## config.mk

```make
export PLATFORM = sky130hd
export DESIGN_NAME = vga_plot_arbiter
export DESIGN_NICKNAME = d
export VERILOG_FILES = /design/src/rtl/vga_pkg.sv /design/src/rtl/vga_rr_picker.sv /design/src/rtl/vga_plot_arbiter.sv
export SDC_FILE = /design/constraint.sdc
export NUM_CORES = 1
export LEC_CHECK = 0
export ABC_CLOCK_PERIOD_IN_PS = 3000
export BUFFER_PORTS_ARGS = -buffer_cell sky130_fd_sc_hd__buf_2
export CAP_MARGIN = 20
export CORE_UTILIZATION = 30
export CTS_CLUSTER_SIZE = 30
export DETAILED_ROUTE_END_ITERATION = 16
export PLACE_DENSITY = 0.58
export REMOVE_ABC_BUFFERS = 1
export SLEW_MARGIN = 20
export SYNTH_ARGS = -nofsm -noshare
export SYNTH_HDL_FRONTEND = slang
export SYNTH_SLANG_ARGS = --single-unit
export TNS_END_PERCENT = 20
```

## constraint.sdc

```tcl
create_clock -name clk -period 3 [get_ports clk]
set_input_delay 0.15 -clock clk [delete_from_list [all_inputs] [get_ports clk]]
set_output_delay 0.15 -clock clk [all_outputs]
set_load 0.005 [all_outputs]
```

## src/rtl/vga_pkg.sv

```systemverilog
// rtl/vga_pkg.sv - shared VGA plotting types and constants
package vga_pkg;

    // Plot arbiter states
    typedef enum logic [1:0] {
        ARB_IDLE    = 2'd0,
        ARB_GRANT   = 2'd1,
        ARB_RELEASE = 2'd2
    } arb_state_t;

    // Default adapter port widths
    localparam int X_W      = 9;
    localparam int Y_W      = 9;
    localparam int COLOUR_W = 6;

    // Screen geometry
    localparam int SCREEN_W = 320;
    localparam int SCREEN_H = 240;

endpackage

```

## src/rtl/vga_rr_picker.sv

```systemverilog
// rtl/vga_rr_picker.sv - combinational round-robin requester picker
//
// Picks the first requesting index, searching upward cyclically from last+1.
//   req     in  N      : request vector
//   last    in  IDX_W  : index that won most recently
//   win     out N      : one-hot winner, zero when nothing requests
//   win_idx out IDX_W  : binary index of the winner (0 when nothing requests)
module vga_rr_picker #(
    parameter int N     = 3,
    parameter int IDX_W = (N > 1) ? $clog2(N) : 1
) (
    input  logic [N-1:0]     req,
    input  logic [IDX_W-1:0] last,
    output logic [N-1:0]     win,
    output logic [IDX_W-1:0] win_idx
);

    logic [IDX_W-1:0] cand;

    // Walk the offsets from furthest to nearest so the nearest requester
    // after 'last' is the one left standing.
    always_comb begin
        win     = '0;
        win_idx = '0;
        cand    = '0;
        for (int k = N; k >= 1; k--) begin
            cand = IDX_W'((int'(last) + k) % N);
            if (req[cand]) begin
                win     = N'(1) << cand;
                win_idx = cand;
            end
        end
    end

endmodule

```

## src/rtl/vga_plot_arbiter.sv

```systemverilog
// rtl/vga_plot_arbiter.sv - round-robin owner of the vga_adapter plot port
//
// Engines hold req for a whole drawing job; the granted engine's pixels are
// registered once and forwarded to the adapter.
//   clk, resetn          : clock, synchronous active-low reset
//   req/done/plot_in     : per-engine request level, job-done pulse, pixel strobe
//   x_in/y_in/colour_in  : packed per-engine pixel data, engine i at [i*W +: W]
//   grant                : one-hot grant or zero
//   writeEn/x/y/colour   : adapter plot port (registered)
//   busy                 : grant held or in the dead cycle after it
//   timeout              : one-cycle pulse when the hold watchdog revokes a grant
//   pixel_count          : pixels forwarded in the current/most recent grant
module vga_plot_arbiter #(
    parameter int NUM_REQ    = 3,
    parameter int X_W        = vga_pkg::X_W,
    parameter int Y_W        = vga_pkg::Y_W,
    parameter int COLOUR_W   = vga_pkg::COLOUR_W,
    parameter int HOLD_LIMIT = 0
) (
    input  logic                         clk,
    input  logic                         resetn,
    input  logic [NUM_REQ-1:0]           req,
    input  logic [NUM_REQ-1:0]           done,
    input  logic [NUM_REQ-1:0]           plot_in,
    input  logic [NUM_REQ*X_W-1:0]       x_in,
    input  logic [NUM_REQ*Y_W-1:0]       y_in,
    input  logic [NUM_REQ*COLOUR_W-1:0]  colour_in,
    output logic [NUM_REQ-1:0]           grant,
    output logic                         writeEn,
    output logic [X_W-1:0]               x,
    output logic [Y_W-1:0]               y,
    output logic [COLOUR_W-1:0]          colour,
    output logic                         busy,
    output logic                         timeout,
    output logic [16:0]                  pixel_count
);
    import vga_pkg::*;

    localparam int IDX_W = (NUM_REQ > 1) ? $clog2(NUM_REQ) : 1;
    localparam logic [19:0] HOLD_LAST = (HOLD_LIMIT == 0) ? 20'd0 : 20'(HOLD_LIMIT - 1);
    localparam logic [IDX_W-1:0] LAST_INIT = IDX_W'(NUM_REQ - 1);

    arb_state_t           state_q, state_d;
    logic [NUM_REQ-1:0]   grant_q;
    logic [IDX_W-1:0]     owner_q;
    logic [IDX_W-1:0]     last_q;
    logic [19:0]          hold_q;
    logic [16:0]          count_q;
    logic                 we_q;
    logic                 timeout_q;
    logic [X_W-1:0]       x_q;
    logic [Y_W-1:0]       y_q;
    logic [COLOUR_W-1:0]  colour_q;

    logic [NUM_REQ-1:0]   win;
    logic [IDX_W-1:0]     win_idx;
    logic [X_W-1:0]       sel_x;
    logic [Y_W-1:0]       sel_y;
    logic [COLOUR_W-1:0]  sel_colour;
    logic                 owner_plot;
    logic                 owner_done;
    logic                 owner_req;
    logic                 wd_fire;
    logic                 release_now;

    vga_rr_picker #(
        .N     (NUM_REQ),
        .IDX_W (IDX_W)
    ) u_picker (
        .req     (req),
        .last    (last_q),
        .win     (win),
        .win_idx (win_idx)
    );

    // Select the owner's pixel lanes
    always_comb begin
        sel_x      = '0;
        sel_y      = '0;
        sel_colour = '0;
        for (int i = 0; i < NUM_REQ; i++) begin
            if (owner_q == IDX_W'(i)) begin
                sel_x      = x_in[i*X_W +: X_W];
                sel_y      = y_in[i*Y_W +: Y_W];
                sel_colour = colour_in[i*COLOUR_W +: COLOUR_W];
            end
        end
    end

    assign owner_plot  = plot_in[owner_q];
    assign owner_done  = done[owner_q];
    assign owner_req   = req[owner_q];
    assign wd_fire     = (HOLD_LIMIT != 0) && (hold_q == HOLD_LAST);
    assign release_now = owner_done || !owner_req || wd_fire;

    always_comb begin
        state_d = state_q;
        case (state_q)
            ARB_IDLE:  if (|req) state_d = ARB_GRANT;
            ARB_GRANT: if (release_now) state_d = ARB_RELEASE;
            default:   state_d = ARB_IDLE;
        endcase
    end

    always_ff @(posedge clk) begin
        if (!resetn) begin
            state_q   <= ARB_IDLE;
            grant_q   <= '0;
            owner_q   <= '0;
            last_q    <= LAST_INIT;
            hold_q    <= '0;
            count_q   <= '0;
            we_q      <= 1'b0;
            timeout_q <= 1'b0;
            x_q       <= '0;
            y_q       <= '0;
            colour_q  <= '0;
        end else begin
            state_q   <= state_d;
            we_q      <= 1'b0;
            timeout_q <= 1'b0;
            case (state_q)
                ARB_IDLE: begin
                    if (|req) begin
                        grant_q <= win;
                        owner_q <= win_idx;
                        last_q  <= win_idx;
                        hold_q  <= '0;
                        count_q <= '0;
                    end
                end
                ARB_GRANT: begin
                    hold_q <= hold_q + 20'd1;
                    // A pixel in the release cycle is still forwarded
                    if (owner_plot) begin
                        we_q     <= 1'b1;
                        x_q      <= sel_x;
                        y_q      <= sel_y;
                        colour_q <= sel_colour;
                        if (count_q != 17'h1FFFF) count_q <= count_q + 17'd1;
                    end
                    if (release_now) begin
                        grant_q   <= '0;
                        timeout_q <= wd_fire;
                    end
                end
                default: ;
            endcase
        end
    end

    assign grant       = grant_q;
    assign writeEn     = we_q;
    assign x           = x_q;
    assign y           = y_q;
    assign colour      = colour_q;
    assign busy        = (state_q != ARB_IDLE);
    assign timeout     = timeout_q;
    assign pixel_count = count_q;

endmodule

```

Word level (Yosys, flattened, before mapping) --
Cells that the tools add are included.
Operators by class: $add $sub $neg 4, multiply operators 0, divide/modulo/power cells 3, $lt $le $gt $ge 4, eq/ne operators 8, shift-type cells 3, multiplexer cells 38, bitwise logic cells 0, reduce and logical (&&, ||, !) cells 13
Operators by type and width (count):
- $mod 32x3->32 const B | 3
- $mux 9 | 6
- $mux 17 | 3
- $pmux 17 s2 | 1
- $mux 6 | 3
- $add 17x1->17 const B | 1
- $ne 17x17->1 const B | 1
- $mux 3 | 5
- $bmux 1 s2 | 6
- $lt 2x3->1 const B | 4
- $mux 2 | 5
- $shl 1x2->3 const A | 3
- $ne 2x2->1 const B | 4
- $reduce_and 2->1 | 4
- $mux 1 | 7
- $add 2x2->3 const B | 2
- $pmux 3 s2 | 1
- $eq 2x1->1 const B | 2
- $logic_not 2->1 | 2
- $pmux 2 s2 | 1
- $reduce_and 4->1 | 1
- $reduce_bool 2->1 | 2
- $add 2x1->3 const B | 1
- $reduce_and 3->1 | 1
- 4 further kinds | 4
Storage, ports and cells: flip-flop bits (word level) 51, bits in latches 0, RAM bits 0, memory bits (read-only) 0, input port bits 83, logic and storage cells 82, memories 0

Logic depth before layout (Yosys ltp) --
Gate-level depths: netlist of run 1.
depth after elaboration 9, mapped depth 11

Hierarchy --
A second synthesis of run 1 with hierarchy kept.
Unflattened totals: cells, all modules 348, area, all modules 2936.6 um^2
By module, submodules not included:
- vga_plot_arbiter | times used 1, cells each 305, area an instance 2646.3 um^2, sequential area each 1001.0 um^2
- vga_rr_picker | times used 1, cells each 43, area an instance 290.3 um^2, sequential area each 0.0 um^2

Least setup slack after synthesis of run 1 --
OpenSTA, ideal clock, no wires.
path type register to register, start point register owner_q[0], end point register grant_q[2], in the netlist grant[2], setup time 0.120 ns, arrival time 2.275 ns, required time 2.880 ns, slack 0.605 ns, cell stages (with the launch flop) 10, buffers on the path 3, path through dfxtp_1 > buf_6 > clkbuf_1 > inv_1 > ha_1 > clkbuf_1 > nand2_1 > a21oi_1 > nor4_1 > a211o_1
On the way: longest elaborated chain between the ends 6, elaborated cells between the ends (all ways) 8
Ends and longest elaborated chain:
- from (decl) | RTL line vga_plot_arbiter.sv:45 | logic [IDX_W-1:0] owner_q;
- from (signal assigned) | RTL line vga_plot_arbiter.sv:126 | owner_q <= win_idx;
- $bmux 1 s2 | RTL line vga_plot_arbiter.sv:92 | assign owner_req = req[owner_q];
- $mux 1 (implied by the code) | RTL line vga_plot_arbiter.sv:92
- $logic_not 1->1 | RTL line vga_plot_arbiter.sv:94 | assign release_now = owner_done || !owner_req || wd_fire;
- $logic_or 1x1->1 (*) | RTL line vga_plot_arbiter.sv:94
- $ne 2x2->1 (no line) (*)
- $reduce_and 3->1 (no line) (*)
- to (signal assigned) | RTL line vga_plot_arbiter.sv:125 | grant_q <= win;
- to (decl) | RTL line vga_plot_arbiter.sv:44 | logic [NUM_REQ-1:0] grant_q;
Every way passes the cells marked *; elsewhere a longest branch is shown, timed or not. The select of a mux whose other input is x is not followed. A chain may end at the register's enable or synchronous reset.

Final worst setup path of run 1 --
start point register count_q[0], in the netlist pixel_count[0], end point register count_q[8], in the netlist pixel_count[8]
On the way: longest elaborated chain between the ends 4, elaborated cells between the ends (all ways) 7
Ends and longest elaborated chain:
- from (decl) | RTL line vga_plot_arbiter.sv:48 | logic [16:0] count_q;
- from (signal assigned) | RTL line vga_plot_arbiter.sv:140 | if (count_q != 17'h1FFFF) count_q <= count_q + 17'd1;
- $add 17x1->17 | RTL line vga_plot_arbiter.sv:140
- $mux 17 | RTL line vga_plot_arbiter.sv:140
- $mux 17 | RTL line vga_plot_arbiter.sv:135 | if (owner_plot) begin
- $pmux 17 s2 | RTL line vga_plot_arbiter.sv:122 | case (state_q)
Several ways; a longest one is shown, not always the timed one. The select of a mux whose other input is x is not followed.

==> flow_summary.toml, run 1 <==
[outcome]
status = "complete, no violations"

[critical_path]
worst_path_dominant_cell_family = "simple AND/OR/NAND/NOR gates"
crit_path_top_delay_cell = "nor4_1"
crit_top_cell = "ha_1"
critPathBufInv = 1
crit_arrival_ps = 2800
endpoint_kind = "flip-flop"
path_max_fanout = 14
startpoint_type = "flip-flop"
path_class = "flip-flop to flip-flop"
path_cells = "ha_1, nand3_1, nor4_1, and3_1, ha_1, nor2_1, a21oi_2, buf_4, or4_1, a21oi_1"
slowest_delay_ps = 480
required_ps = 3170

[finish]
nFillCells = 975
diodes = 0
final_cells = 577
drive_above_1_share_pct = 33.5
nNetsFinal = 536
finish.utilization_pct = 40.1
finish.instance_area_sq_um = 3700
syn2layout_area_growth_pct = 29.4

[flow_run]
max_cap_viol_count = 0

[place]
place_hpwl_mm = 5.87
place.gp.congestion = 0.867
pre_cts_ws_ps = 374
dpl_cell_area_sq_um = 3610
portBuffers = 128
dp.cells = 569

[yosys]
synth_seq_cells = 50
synthArstFlopShare_pct = 0
synthTopCellsByArea = "dfxtp_1 (35%), mux2i_1 (9.4%), o211a_1 (8.4%)"
yosysSeqAreaShare_pct = 35.0
synthFlopType = "dfxtp_1"
synth.cells.most_frequent = "dfxtp_1 (50), nand2_1 (39), mux2i_1 (27), o211ai_1 (27), o211a_1 (24)"
yosys_warnings = 0
yosysMostFrequentCell = "dfxtp_1"
yosys.area.top_type_share_pct = 35.0
syn-cell-area_sq_um = 2860
avgSynthCellArea_sq_um = 8.67
synth_edf_count = 0
ys_types = 51
netlist_instances = 330
yosysTopAreaCell = "dfxtp_1"

[global_route]
grt_pass1_vias = 2809
groute.usage.overall_pct = 16.5
grt_pass1_wl_mm = 13.2
grt_max_degree = 49
antenna_found_initial = 0
overflow = 0

[clocking]
cts_hold_buf = 0
cts_setup_buffers = 0
cts_buffer_depth = 2
cts_tree = "built"
cts-root-buf = "clkbuf_8"
cts_buffers = 5
cts_resized = 0
cts_max_level = 2
clk_pin_slew_ps = 100
clkLatencyLatePin_ps = 310
cts_sinks = 50

[detailed_routing]
ant_nets = 0
vias_per_cell = 4.98
drt_wl_total_mm = 8.01
drt_iter0_markers = 93
met2WireLength_mm = 3.71
met1_length_mm = 3.62
dr.max_layer_used = "met4"
first_pass_iters = 4
wl_per_cell_microns = 13.9
met3WireLength_microns = 599
drc_errors = 0
num_vias = 2874

[sta]
max_slew_margin_pct = 62.3
setup_viol = 0
fin_crit_ps = 2640
drv_slew = 0
tightest_slew_ps = 565
finalHoldViolations = 0
fmax_mhz = 379
min_period_over_period_pct = 87.9
skew_ps = 12.8
grt_setup_unrepaired = "false"
setup_ws_ps = 363

[min_path]
hp-class = "primary input to flip-flop"

[floorplanning]
die_y_microns = 99.6
die_area_sq_um = 9930
io-pin-count = 130
start_util_pct = 31.0
fp.dieW_microns = 99.6
core_area_sq_um = 9240
row_count = 35

[pwr]
peakVddDrop_mv = 0.225
power_leakage_nw = 1.84
p_total_w = 0.00199
pwr_density_cell_nw_per_um2 = 539
tightest hold or removal path: stages:
cell	delay, ps
buf_2	70
nand2_1	40
o211ai_1	80
o211a_1	140
state kept, by name, indices dropped and copies added (netlist names):
register,flops
owner_q,2
grant,3
pixel_count,17
writeEn,1
state_q,2
x,9
colour,6
last_q,1
y,9
logic make-up after synthesis:
| family | Yosys count | synth area share [%] |
|---|---|---|
| multiplexers | 27 | 9.45 |
| buffers and inverters | 35 | 5.21 |
| other | 1 | 0.131 |
| adder cells (fa/ha/maj) | 6 | 2.62 |
| flip-flops | 50 | 35.0 |
| AND/OR/NAND/NOR | 103 | 18.4 |
| AO/OA/AOI/OAI | 104 | 28.0 |
| XOR/XNOR | 4 | 1.23 |
path summary, 6_finish.rpt:
path / start / end / slack (ps) / depth (start not counted)
max: pixel_count[0] / pixel_count[8] / 360 / 10
min: colour_in[16] / colour[4] / 200 / 4
max reg2reg: pixel_count[0] / pixel_count[8] / 360 / 10
min reg2reg: grant[1] / grant[1] / 470 / 1
routing by layer:
metal  GRT usage (%)  vias to the layer above
li1                -                     1454
met1            19.6                     1312
met2            28.4                      103
met3            5.41                        5
met4            4.64                        0
met5               0                        -
per-stage QoR:
step	TNS [ps]	hold WS [ps]
after global routing	0	209
after global placement	0	466
after floorplan	-10020	240
after CTS	0	191
final	0	199
after detailed placement	0	447
placed cells by master, fill, tap and decap left out, types with 3 or more instances in the layout:
cell type and count:
a21boi_1 3, a21o_1 3, a21oi_1 19, and3_1 4
buf_2 128, buf_4 7, clkbuf_8 6, dfxtp_1 49
ha_1 6, inv_1 10, mux2i_1 27, nand2_1 39
nand2b_1 4, nand3_1 11, nand3b_1 3, nor2_1 13
nor2b_1 5, o211a_1 24, o211ai_1 27, o21ai_0 3
o21ai_1 5, o31ai_1 4, or3_1 5, or4_1 4
xor2_1 3
power breakdown:
part           internal [W]  switching [W]  total [W]  leakage (nW)
sequential         0.000743      0.0000643   0.000807         0.408
clock              0.000191       0.000242   0.000433        0.0489
combinational      0.000331       0.000424   0.000755          1.39
layout make-up:
class / instances / area [sq um] / share of cell area, %
clock inverter: 1 / 8.76 / 0.237
timing repair buffer: 135 / 693 / 18.7
multi-input combinational: 245 / 1710 / 46.3
sequential: 50 / 1000 / 27.1
inverter: 10 / 37.5 / 1.01
clock buffer: 7 / 86.3 / 2.33
tap: 129 / 161 / 4.36
(Power assumes the default switching activity.)
==> inputs of run 2 (changes only) <==
--- a/config.mk
+++ b/config.mk
@@ -9,8 +9,8 @@
 export BUFFER_PORTS_ARGS = -buffer_cell sky130_fd_sc_hd__buf_2
 export CAP_MARGIN = 20
-export CORE_UTILIZATION = 30
+export CORE_UTILIZATION = 47
 export CTS_CLUSTER_SIZE = 30
 export DETAILED_ROUTE_END_ITERATION = 16
-export PLACE_DENSITY = 0.58
+export PLACE_DENSITY = 0.83
 export REMOVE_ABC_BUFFERS = 1
 export SLEW_MARGIN = 20
==> constraint.sdc (replaced) <==
create_clock -name clk -period 3 [get_ports clk]
set_input_delay 0.15 -clock clk [delete_from_list [all_inputs] [get_ports clk]]
set_output_delay 0.15 -clock clk [all_outputs]
set_load 0.02 [all_outputs]
==> run 2 against run 1 <==
  * The run now ends with DRC left
  * Combinational power up 8.9%
  * Global-route usage up 7.0 points
  * Die area down 36%
  * Largest cell class unchanged
  * Routed wire length down 6.1%
  * First-iteration DRC count up 80%
  * Final area down 2.4%
  * Register-to-register slack worse by 20 ps
  * Clock-buffer cell count down 2
  * Flip-flop and latch count unchanged
  * Fmax down 0.59%
  * Sequential share of layout area up 0.66 points
  * Critical path type unchanged
  * Clock skew down 3.5 ps
==> flow_summary.toml, run 2 (synthesized netlist as in run 1, its figures left out) <==
[pwr]
power_frac_clock_pct = 19.6
p_total_w = 0.00203
combPwrFrac_pct = 40.6
peakVddDrop_mv = 0.319
power_leakage_nw = 1.83
p_int_w = 0.00123
swShare_pct = 39.2
p_seq_share_pct = 39.8
pwr_density_cell_nw_per_um2 = 561
power_switching_w = 0.000794

[detailed_routing]
drt_iter0_markers = 167
met1_length_mm = 3.17
first_pass_iters = 11
met2WireLength_mm = 3.55
ant_nets = 0
drc_errors = 1
dr.max_layer_used = "met4"
drt_wl_total_mm = 7.53
vias_per_cell = 5.64
num_vias = 2938
met3WireLength_microns = 675
wl_per_cell_microns = 14.4

[clocking]
cts-root-buf = "clkbuf_8"
clk_pin_slew_ps = 100
cts_hold_buf = 0
cts_tree = "built"
cts_sinks = 50
cts_buffer_depth = 2
cts_resized = 0
cts_max_level = 2
cts_setup_buffers = 0
clkLatencyLatePin_ps = 310
cts_buffers = 5

[sta]
fmax_mhz = 377
setup_viol = 0
skew_ps = 9.25
grt_setup_unrepaired = "false"
max_slew_margin_pct = 64.0
drv_slew = 0
min_period_over_period_pct = 88.4
tightest_slew_ps = 538
fin_crit_ps = 2650
finalHoldViolations = 0

[critical_path]
r2r_start = "pixel_count[0]"
required_ps = 3180
crit_arrival_ps = 2830
worst_r2r_endpoint = "pixel_count[8]"
r2r_setup_slack_ps = 350
r2r_cells = 10
path_class = "flip-flop to flip-flop"
endpoint_kind = "flip-flop"
startpoint_type = "flip-flop"
path_max_fanout = 14

[finish]
diodes = 0
final_cell_mix = "buf_2 (128), dfxtp_1 (49), nand2_1 (39)"
nNetsFinal = 535
finish.instance_area_sq_um = 3610
syn2layout_area_growth_pct = 26.4
largest_reg_flops = 17
layout_commonest_cell = "buf_2"
drive_above_1_share_pct = 33.4

[place]
place_hpwl_mm = 5.54
portBuffers = 128
place.gp.congestion = 0.812
dpl_cell_area_sq_um = 3530

[floorplanning]
fp.dieW_microns = 80.0
row_count = 28
core_area_sq_um = 5890
die_area_sq_um = 6400
start_util_pct = 48.6
io-pin-count = 130
die_y_microns = 80.0

[global_route]
antenna_found_initial = 0
overflow = 0
grt_max_degree = 49
grt_pass1_vias = 2615
grt_pass1_wl_mm = 11.7
groute.usage.overall_pct = 23.5

[min_path]
hp-class = "primary input to flip-flop"
hold_end = "colour[5]"
min_from = "colour_in[17]"
min_path_cells = 4

[outcome]
status = "finished, violations left"
violations = "DRC"

[flow_run]
max_cap_viol_count = 0
run 2: how the worst max path moves through the flow:
stage	startpoint	to	cells past startpoint
2_1_floorplan	owner_q[0]	colour[0]	5
3_3_place_gp	pixel_count[0]	pixel_count[11]	10
3_5_place_dp	pixel_count[0]	pixel_count[8]	10
4_1_cts	pixel_count[0]	pixel_count[8]	10
5_1_grt	pixel_count[0]	pixel_count[8]	10
6_report	pixel_count[0]	pixel_count[8]	10
run 2: worst max-delay path, stage by stage (launching register included):
cell,delay (ps)
dfxtp_1,420
ha_1,190
nand3_1,130
nor4_1,530
and3_1,240
ha_1,170
nor2_1,100
a21oi_2,310
buf_4,250
or4_1,130
a21oi_1,60
run 2: through the flow:
stage          std cells  hold slack (ps)  setup slack, ps  setup TNS, ps  util, %
2_1_floorplan        305              240             -418         -10020        -
3_3_place_gp         514              432              570              0     60.0
3_5_place_dp         514              458              410              0     60.0
4_1_cts              521              193              380              0     61.4
5_1_grt              521              216              106              0     61.4
6_report             521              206              347              0     61.4
run 2: power by group through the flow:
stage / Clock [W] / Combinational, W / Sequential (W)
2_1_floorplan: 0 / 0.000444 / 0.000924
3_3_place_gp: 0 / 0.000807 / 0.000819
3_5_place_dp: 0 / 0.000822 / 0.000823
4_1_cts: 0.000413 / 0.000825 / 0.000808
5_1_grt: 0.000432 / 0.000901 / 0.000818
6_report: 0.000397 / 0.000822 / 0.000808
run 2: layout make-up:
class | count | area [sq um]
timing repair buffer | 134 | 686
clock inverter | 2 | 13.8
sequential | 50 | 1000
tap | 75 | 93.8
inverter | 10 | 37.5
clock buffer | 5 | 68.8
fill | 542 | 2270
multi-input combinational | 245 | 1710
run 2: per-layer routing:
metal | up-vias | GRT usage [%]
met1 | 1335 | 28.4
li1 | 1455 | -
met4 | 0 | 7.68
met5 | - | 0
met3 | 13 | 6.97
met2 | 135 | 39.7
